==> config.mk <==
export PLATFORM = sky130hd
export DESIGN_NAME = input_conditioner
export DESIGN_NICKNAME = d
export VERILOG_FILES = /design/src/rtl/input_conditioner_pkg.sv /design/src/rtl/input_conditioner_channel.sv /design/src/rtl/input_conditioner.sv
export SDC_FILE = /design/constraint.sdc
export NUM_CORES = 1
export LEC_CHECK = 0
export CAP_MARGIN = 25
export CORE_MARGIN = 2
export CORE_UTILIZATION = 30
export CTS_CLUSTER_DIAMETER = 100
export CTS_CLUSTER_SIZE = 14
export DETAILED_ROUTE_END_ITERATION = 10
export SLEW_MARGIN = 20
export SYNTH_ARGS = -nofsm -noshare
export SYNTH_HDL_FRONTEND = slang
export SYNTH_HIERARCHICAL = 1
export SYNTH_SLANG_ARGS = --single-unit
export TNS_END_PERCENT = 5
==> constraint.sdc <==
create_clock -name clk -period 2.4 [get_ports clk]
set_input_delay 0.36 -clock clk [delete_from_list [all_inputs] [get_ports clk]]
set_output_delay 0.36 -clock clk [all_outputs]
set_load 0.05 [all_outputs]
==> src/rtl/input_conditioner_pkg.sv <==
// Shared types, clock/debounce defaults and sizing helper for the input conditioner.
package input_conditioner_pkg;

  localparam int DEFAULT_CLK_PERIOD_NS      = 20;
  localparam int DEFAULT_DEBOUNCE_TIMER_NS  = 30_000_000;

  typedef enum logic [1:0] {
    ACT_CLEAR = 2'd0,
    ACT_COUNT = 2'd1,
    ACT_FLIP  = 2'd2,
    ACT_HOLD  = 2'd3
  } deb_action_e;

  // A zero-width counter is illegal, so tiny debounce counts still get one bit.
  function automatic int cnt_width(input int deb_cnt);
    if (deb_cnt < 1) begin
      return 1;
    end else begin
      return $clog2(deb_cnt + 1);
    end
  endfunction

endpackage

==> src/rtl/input_conditioner_channel.sv <==
// One conditioned input: polarity, synchroniser, debounce counter, edge pulses and sticky event.
module conditioner_channel
  import input_conditioner_pkg::*;
#(
  parameter int   SYNC_STAGES = 2,
  parameter int   DEB_CNT     = 5,
  parameter int   CNT_W       = 3,
  parameter logic INVERT      = 1'b0,
  parameter logic INIT_LEVEL  = 1'b0
) (
  input  logic clk,
  input  logic resetn,
  input  logic enable,
  input  logic raw,
  input  logic clr,
  output logic level,
  output logic rise,
  output logic fall,
  output logic flag
);

  localparam logic [CNT_W-1:0] LAST_CNT = (DEB_CNT > 1) ? CNT_W'(DEB_CNT - 1) : {CNT_W{1'b0}};

  logic [SYNC_STAGES-1:0] sync_r;
  logic [CNT_W-1:0]       cnt_r;
  logic [CNT_W-1:0]       cnt_nxt_s;
  logic                   level_r;
  logic                   level_nxt_s;
  logic                   rise_r;
  logic                   rise_nxt_s;
  logic                   fall_r;
  logic                   fall_nxt_s;
  logic                   flag_r;
  logic                   flag_nxt_s;
  logic                   sync_out_s;
  deb_action_e            act_s;

  assign sync_out_s = sync_r[SYNC_STAGES-1];

  // Synchroniser chain, inversion applied before the first flop.
  always_ff @(posedge clk or negedge resetn) begin
    if (!resetn) begin
      sync_r <= {SYNC_STAGES{INIT_LEVEL}};
    end else begin
      sync_r <= {sync_r[SYNC_STAGES-2:0], raw ^ INVERT};
    end
  end

  // Debounce decision; agreement restarts the count even while sampling is paused.
  always_comb begin
    act_s = ACT_CLEAR;
    if (sync_out_s == level_r) begin
      act_s = ACT_CLEAR;
    end else if (!enable) begin
      act_s = ACT_HOLD;
    end else if (cnt_r == LAST_CNT) begin
      act_s = ACT_FLIP;
    end else begin
      act_s = ACT_COUNT;
    end
  end

  // Next-state values for counter, level, edge pulses and sticky flag.
  always_comb begin
    cnt_nxt_s   = {CNT_W{1'b0}};
    level_nxt_s = level_r;
    rise_nxt_s  = 1'b0;
    fall_nxt_s  = 1'b0;
    case (act_s)
      ACT_CLEAR: cnt_nxt_s = {CNT_W{1'b0}};
      ACT_COUNT: cnt_nxt_s = cnt_r + CNT_W'(1);
      ACT_HOLD:  cnt_nxt_s = cnt_r;
      ACT_FLIP: begin
        cnt_nxt_s   = {CNT_W{1'b0}};
        level_nxt_s = sync_out_s;
        rise_nxt_s  = sync_out_s;
        fall_nxt_s  = ~sync_out_s;
      end
      default: cnt_nxt_s = {CNT_W{1'b0}};
    endcase
    // A rise in the same cycle as a clear keeps the flag set.
    flag_nxt_s = rise_nxt_s | (flag_r & ~clr);
  end

  // Debounce and output registers.
  always_ff @(posedge clk or negedge resetn) begin
    if (!resetn) begin
      cnt_r   <= {CNT_W{1'b0}};
      level_r <= INIT_LEVEL;
      rise_r  <= 1'b0;
      fall_r  <= 1'b0;
      flag_r  <= 1'b0;
    end else begin
      cnt_r   <= cnt_nxt_s;
      level_r <= level_nxt_s;
      rise_r  <= rise_nxt_s;
      fall_r  <= fall_nxt_s;
      flag_r  <= flag_nxt_s;
    end
  end

  assign level = level_r;
  assign rise  = rise_r;
  assign fall  = fall_r;
  assign flag  = flag_r;

endmodule

==> src/rtl/input_conditioner.sv <==
// Multi-channel switch/button front end; sizes the debounce counter and replicates the channel.
module input_conditioner
  import input_conditioner_pkg::*;
#(
  parameter int                 CHANNELS          = 8,
  parameter int                 SYNC_STAGES       = 2,
  parameter int                 CLK_PERIOD_ns     = DEFAULT_CLK_PERIOD_NS,
  parameter int                 DEBOUNCE_TIMER_ns = DEFAULT_DEBOUNCE_TIMER_NS,
  parameter logic [CHANNELS-1:0] INVERT_MASK      = {CHANNELS{1'b0}},
  parameter logic [CHANNELS-1:0] INIT_LEVEL       = {CHANNELS{1'b0}}
) (
  input  logic                clk,
  input  logic                resetn,
  input  logic                enable,
  input  logic [CHANNELS-1:0] raw_i,
  input  logic [CHANNELS-1:0] event_clr,
  output logic [CHANNELS-1:0] level_o,
  output logic [CHANNELS-1:0] rise_o,
  output logic [CHANNELS-1:0] fall_o,
  output logic [CHANNELS-1:0] event_o
);

  localparam int DEB_CNT = DEBOUNCE_TIMER_ns / CLK_PERIOD_ns;
  localparam int CNT_W   = cnt_width(DEB_CNT);

  for (genvar i = 0; i < CHANNELS; i++) begin : g_chan
    conditioner_channel #(
      .SYNC_STAGES (SYNC_STAGES),
      .DEB_CNT     (DEB_CNT),
      .CNT_W       (CNT_W),
      .INVERT      (INVERT_MASK[i]),
      .INIT_LEVEL  (INIT_LEVEL[i])
    ) u_chan (
      .clk    (clk),
      .resetn (resetn),
      .enable (enable),
      .raw    (raw_i[i]),
      .clr    (event_clr[i]),
      .level  (level_o[i]),
      .rise   (rise_o[i]),
      .fall   (fall_o[i]),
      .flag   (event_o[i])
    );
  end

endmodule
Word level (Yosys, flattened, before mapping)
Index checks and enable logic that the tools add are counted.
Widths: inputs -> output; s select.
- add/sub/neg operators: 8
- magnitude comparators: 0
- divide/modulo/power cells: 0
- bitwise operators: 32
- equal/unequal tests: 40
- reductions and logical operators: 16
- shifts and indexed selects: 0
- mux-type cells: 48
- $mul: 0
- operators by type and width (kind ; count):
    $pmux 21 s2 ; 8
    $add 21x1->21 const B ; 8
    $eq 21x21->1 const B ; 8
    $mux 2 ; 24
    $eq 2x2->1 const B ; 16
    $eq 2x1->1 const B ; 8
    $logic_not 2->1 ; 8
    $mux 1 ; 16
    $not 1->1 ; 16
    $reduce_or 2->1 ; 8
    $and 1x1->1 ; 8
    $eq 1x1->1 ; 8
    $or 1x1->1 ; 8
- logic and storage cells: 192
- ROM bits: 0
- latch bits: 0
- register bits: 216
- output and inout port bits: 32
- input port bits: 19
- memories: 0
- memory bits (writable): 0

Longest topological paths before layout
- word-level depth: 7
- gate-level depth with buffers: 8
- depth with buffers taken out: 6

Hierarchy
Netlist, hierarchy kept.
- by module, submodules not included (module ; instances ; area an instance (µm²) ; cells an instance ; sequential area each (µm²)):
    conditioner_channel at g_chan[0].u_chan ... ; 7 ; 1495.2 ; 151 ; 675.6
    conditioner_channel at g_chan[3].u_chan ; 1 ; 1423.9 ; 145 ; 675.6

Worst setup path after synthesis
No wires, ideal clock.
- path kind: register to register
- start point: reg g_chan[3].u_chan.level_r
- end point: reg g_chan[3].u_chan.cnt_r[16]
- path buffers: 2
- data required time: 2313 ps
- data arrival time: 1772 ps
- cell stages (with the launch flop): 8
- setup slack: 541 ps
- clock period less this slack: 1859 ps
- setup time: 87 ps
- cells stage by stage: dfrtp_1 > xor2_1 > nand2_1 > a21oi_2 > buf_2 > buf_6 > nand2_1 > o211ai_1
- longest elaborated chain between the ends: 5
- elaborated cells on any way between the ends: 8
- classes of those cells: eq/ne: 4; mux: 2; reduce/logical: 2
- ends and longest elaborated chain (item ; line ; text):
    from (decl) ; input_conditioner_channel.sv:27 ; logic level_r;
    from (signal assigned) ; input_conditioner_channel.sv:95 ; level_r <= level_nxt_s;
    $eq 1x1->1 (*) ; input_conditioner_channel.sv:52 ; if (sync_out_s == level_r) begin
    $mux 2 (*) ; input_conditioner_channel.sv:52 ;
    $eq 2x2->1 / $logic_not 2->1 (equally long branches) ; input_conditioner_channel.sv:69 ; case (act_s)
    $reduce_or 2->1 (no source line) ; n/a ;
    $pmux 21 s2 ; input_conditioner_channel.sv:69 ;
    to (signal assigned) ; input_conditioner_channel.sv:88 ; cnt_r <= {CNT_W{1'b0}};
    to (signal assigned) ; input_conditioner_channel.sv:94 ; cnt_r <= cnt_nxt_s;
    to (decl) ; input_conditioner_channel.sv:25 ; logic [CNT_W-1:0] cnt_r;
Mark *: on every way between the ends. The rest lies on a longest branch, timed or not.
A chain may end at the register's enable or synchronous reset.

Final worst setup path
- start point: reg g_chan[4].u_chan.level_r
- end point: out level_o[4]
- RTL lines (item ; line ; text):
    from (decl) ; input_conditioner_channel.sv:27 ;
    from (signal assigned) ; input_conditioner_channel.sv:95 ;
    to (decl) ; input_conditioner.sv:17 ; output logic [CHANNELS-1:0] level_o,
No word-level cell between the ends.

==> metrics.txt <==
status=finished, final reports clean; Mean Syn Cell Area=9.892 um2; drt via density=~5.2; CP delay by family, top=buffers and inverters; gr usage total=0.1300; H-tree depth=1; P_leak=5.741 nW; ratio of cells with drive above 1 in the final layout=0.1393; largest stage delay on the critical path=0.85 ns; crit-path max FO=6; post-layout util=0.3517; Clock Pin Slew Worst Setup and Hold Paths=0.07 ns; CP required=2.04 ns; clk sink count=216; Area Overhead vs Synth=15.11%; Post-synth EDFFs=0; CTS buffer count=19; crit path DAT=about 1.8 ns; Worst Tran Pin Value=~0.54 ns; io pins=a little over 50; Crit path buffers/inverters=1; die footprint=41240 um2; WS Path Type=flip-flop to primary output; initial antenna violation count=0; Synth area leaders=dfrtp_1 45%, a21oi_1 3.5%, nand2_1 3.4%, nand3_1 3.3%, a31oi_1 2.9%; Crit. End Element=primary output; clock buffer depth=3; Reg2Reg Depth=6; fin crit share=0.9088; grt total ovfl=0; Max-cap violations=0; WL final=26520 um; Synth top cells by count=216 x dfrtp_1, 107 x nand2_1, 84 x a21oi_1, 78 x nand3_1, 60 x nor2_1; Worst path depth=1; Mapped Cells=around 1200; top_reg_cell synth=dfrtp_1; crit path launch type=flip-flop; async set or reset register ratio after synthesis=1.000; # DRC=0; Vias=approximately 9400; core area=a little under 40000 um2; Die Y=203.1 um; Layout Nets=around 1300; Starting Density=0.3055; setup TNS=0 ns; sequential share of the synthesized area=0.4546; Final Instance Area=between 10000 and 15000 um2; Worst Skew=0.01172 ns; Worst VDD drop=0.3711 mV; Hold Vio Cnt, Final=0; row count=72; HP Class=primary input to flip-flop; first-pass GRT wire length=45770 um; unrepaired setup endpoints after global routing=false; area post-placement=between 10000 and 15000 um2; Rel. slew slack=0.6378; antenna viol nets, final=0; largest net degree at the start of global routing=54; Antenna Cells=0; Max Fclk=about 0.46 GHz; PortBufs=50; crit-path cells=clkdlybuf4s50_1; Synth warnings=6; Yosys top cell by area=dfrtp_1; most numerous cell in the Yosys netlist=dfrtp_1; Cell variety after synth=60; detailed placement HPWL=about 18000 um; number of global-route vias before repair=9118; min Tclk post-route=2.181 ns; WHS Path Cells=1; CTS tree=done; max-slew violation count=0; Clock Tree Root=clkbuf_16; GP Congestion=between 0.8 and 0.9; synthesized net count=around 1200; Cell Area, Synth=about 12000 um2; Pre-antenna DRT Iters=5; Skew-Pair Late Insertion Delay=~0.50 ns; DR WL/cell=around 15 um; Yosys top cell area share=0.4546; critical-path cell with the highest stage delay=clkdlybuf4s50_1; flops & latches, synth=216; Cell Pwr Density=between 500 and 600 nW/um2; die width=approximately 200 um; Finish-stage setup viols=0; Starting DRT DRC Count=about 600
where the power goes:
part           switching [W]  internal, W  total [W]
registers          0.0000445      0.00368    0.00372
logic               0.000302     0.000154   0.000456
clock network        0.00131      0.00144    0.00275
total                0.00165      0.00527    0.00693
cell families (layout without fill, tap and decap cells):
kind of cell	Yosys count	count (layout)	synth area share
AND/OR/NAND/NOR	552	552	0.2819
flip-flops	216	216	0.4546
adder cells (fa/ha/maj)	8	8	0.008419
multiplexers	30	30	0.02841
buffers and inverters	59	142	0.02452
XOR/XNOR	46	46	0.03388
AO/OA/AOI/OAI	291	291	0.1683
stage by stage:
stage | instances | setup WS [ns] | power, W | hold slack [ns]
floorplan | 1202 | 0.5412 | 0.004017 | 0.06441
global route | 1803 | 0.04074 | 0.007267 | 0.2868
detailed placement | 1780 | 0.03886 | 0.004253 | 0.3067
finish | 1803 | 0.2190 | 0.006925 | 0.3010
global placement | 1780 | 0.07601 | 0.004242 | 0.3091
CTS | 1803 | 0.004952 | 0.007088 | 0.2770
area by class of cell:
cell class | instances | area [um2]
clock buffer | 21 | 493.0
clock inverter | 1 | 7.507
fill | 3966 | 25230
inverter | 39 | 146.4
multi-input combinational | 927 | 6201
sequential | 216 | 5405
tap | 518 | 648.1
timing repair buffer | 81 | 785.8
registers in the layout, summed over array words and instances, names as in the netlist:
signal,flops
g_chan.u_chan/level,8
g_chan.u_chan/fall,8
g_chan.u_chan/flag,8
g_chan.u_chan/sync_r,16
g_chan.u_chan/rise,8
g_chan.u_chan/cnt_r,168
path summary, 6_finish.rpt:
path | startpoint | end | slack (ns)
max | g_chan[4].u_chan/level$_DFFE_PN0N_ | level_o[4] | 0.22
min | raw_i[0] | g_chan[0].u_chan/sync_r[0]$_DFF_PN0_ | 0.30
max reg2reg | g_chan[3].u_chan/level$_DFFE_PN0N_ | g_chan[3].u_chan/cnt_r[18]$_DFFE_PN0P_ | 0.27
min reg2reg | g_chan[2].u_chan/sync_r[0]$_DFF_PN0_ | g_chan[2].u_chan/sync_r[1]$_DFF_PN0_ | 0.35
max in group asynchronous | resetn | g_chan[1].u_chan/cnt_r[6]$_DFFE_PN0P_ | 1.38
min in group asynchronous | resetn | g_chan[2].u_chan/cnt_r[18]$_DFFE_PN0P_ | 0.37
placed cells by master, fill, tap and decap left out, types with 26 or more instances in the layout:
master,count
buf_4,26
a31oi_1,56
and3_1,35
xor2_1,37
dfrtp_1,216
inv_1,39
clkdlybuf4s50_1,48
nand3_1,78
a21oi_1,84
nand2_2,35
nand2_1,107
o21ai_0,30
nor2_1,60
routing by layer:
layer / share of wire / wire length (um) / track usage
met1: 0.49 / 12920 / 0.1819
met2: 0.46 / 12180 / 0.2117
met3: 0.035 / 924 / 0.01974
met4: 0.019 / 496 / 0.03024
met5: 0 / 0 / 0
what timing repair did:
action	CTS	global route
setup buffers	0	0
endpoints found under the setup margin	0	7
resized for setup	0	1
hold buffers	1	0
hold endpoints to repair	41	0
No activity file was read; power rests on OpenSTA's default activity.
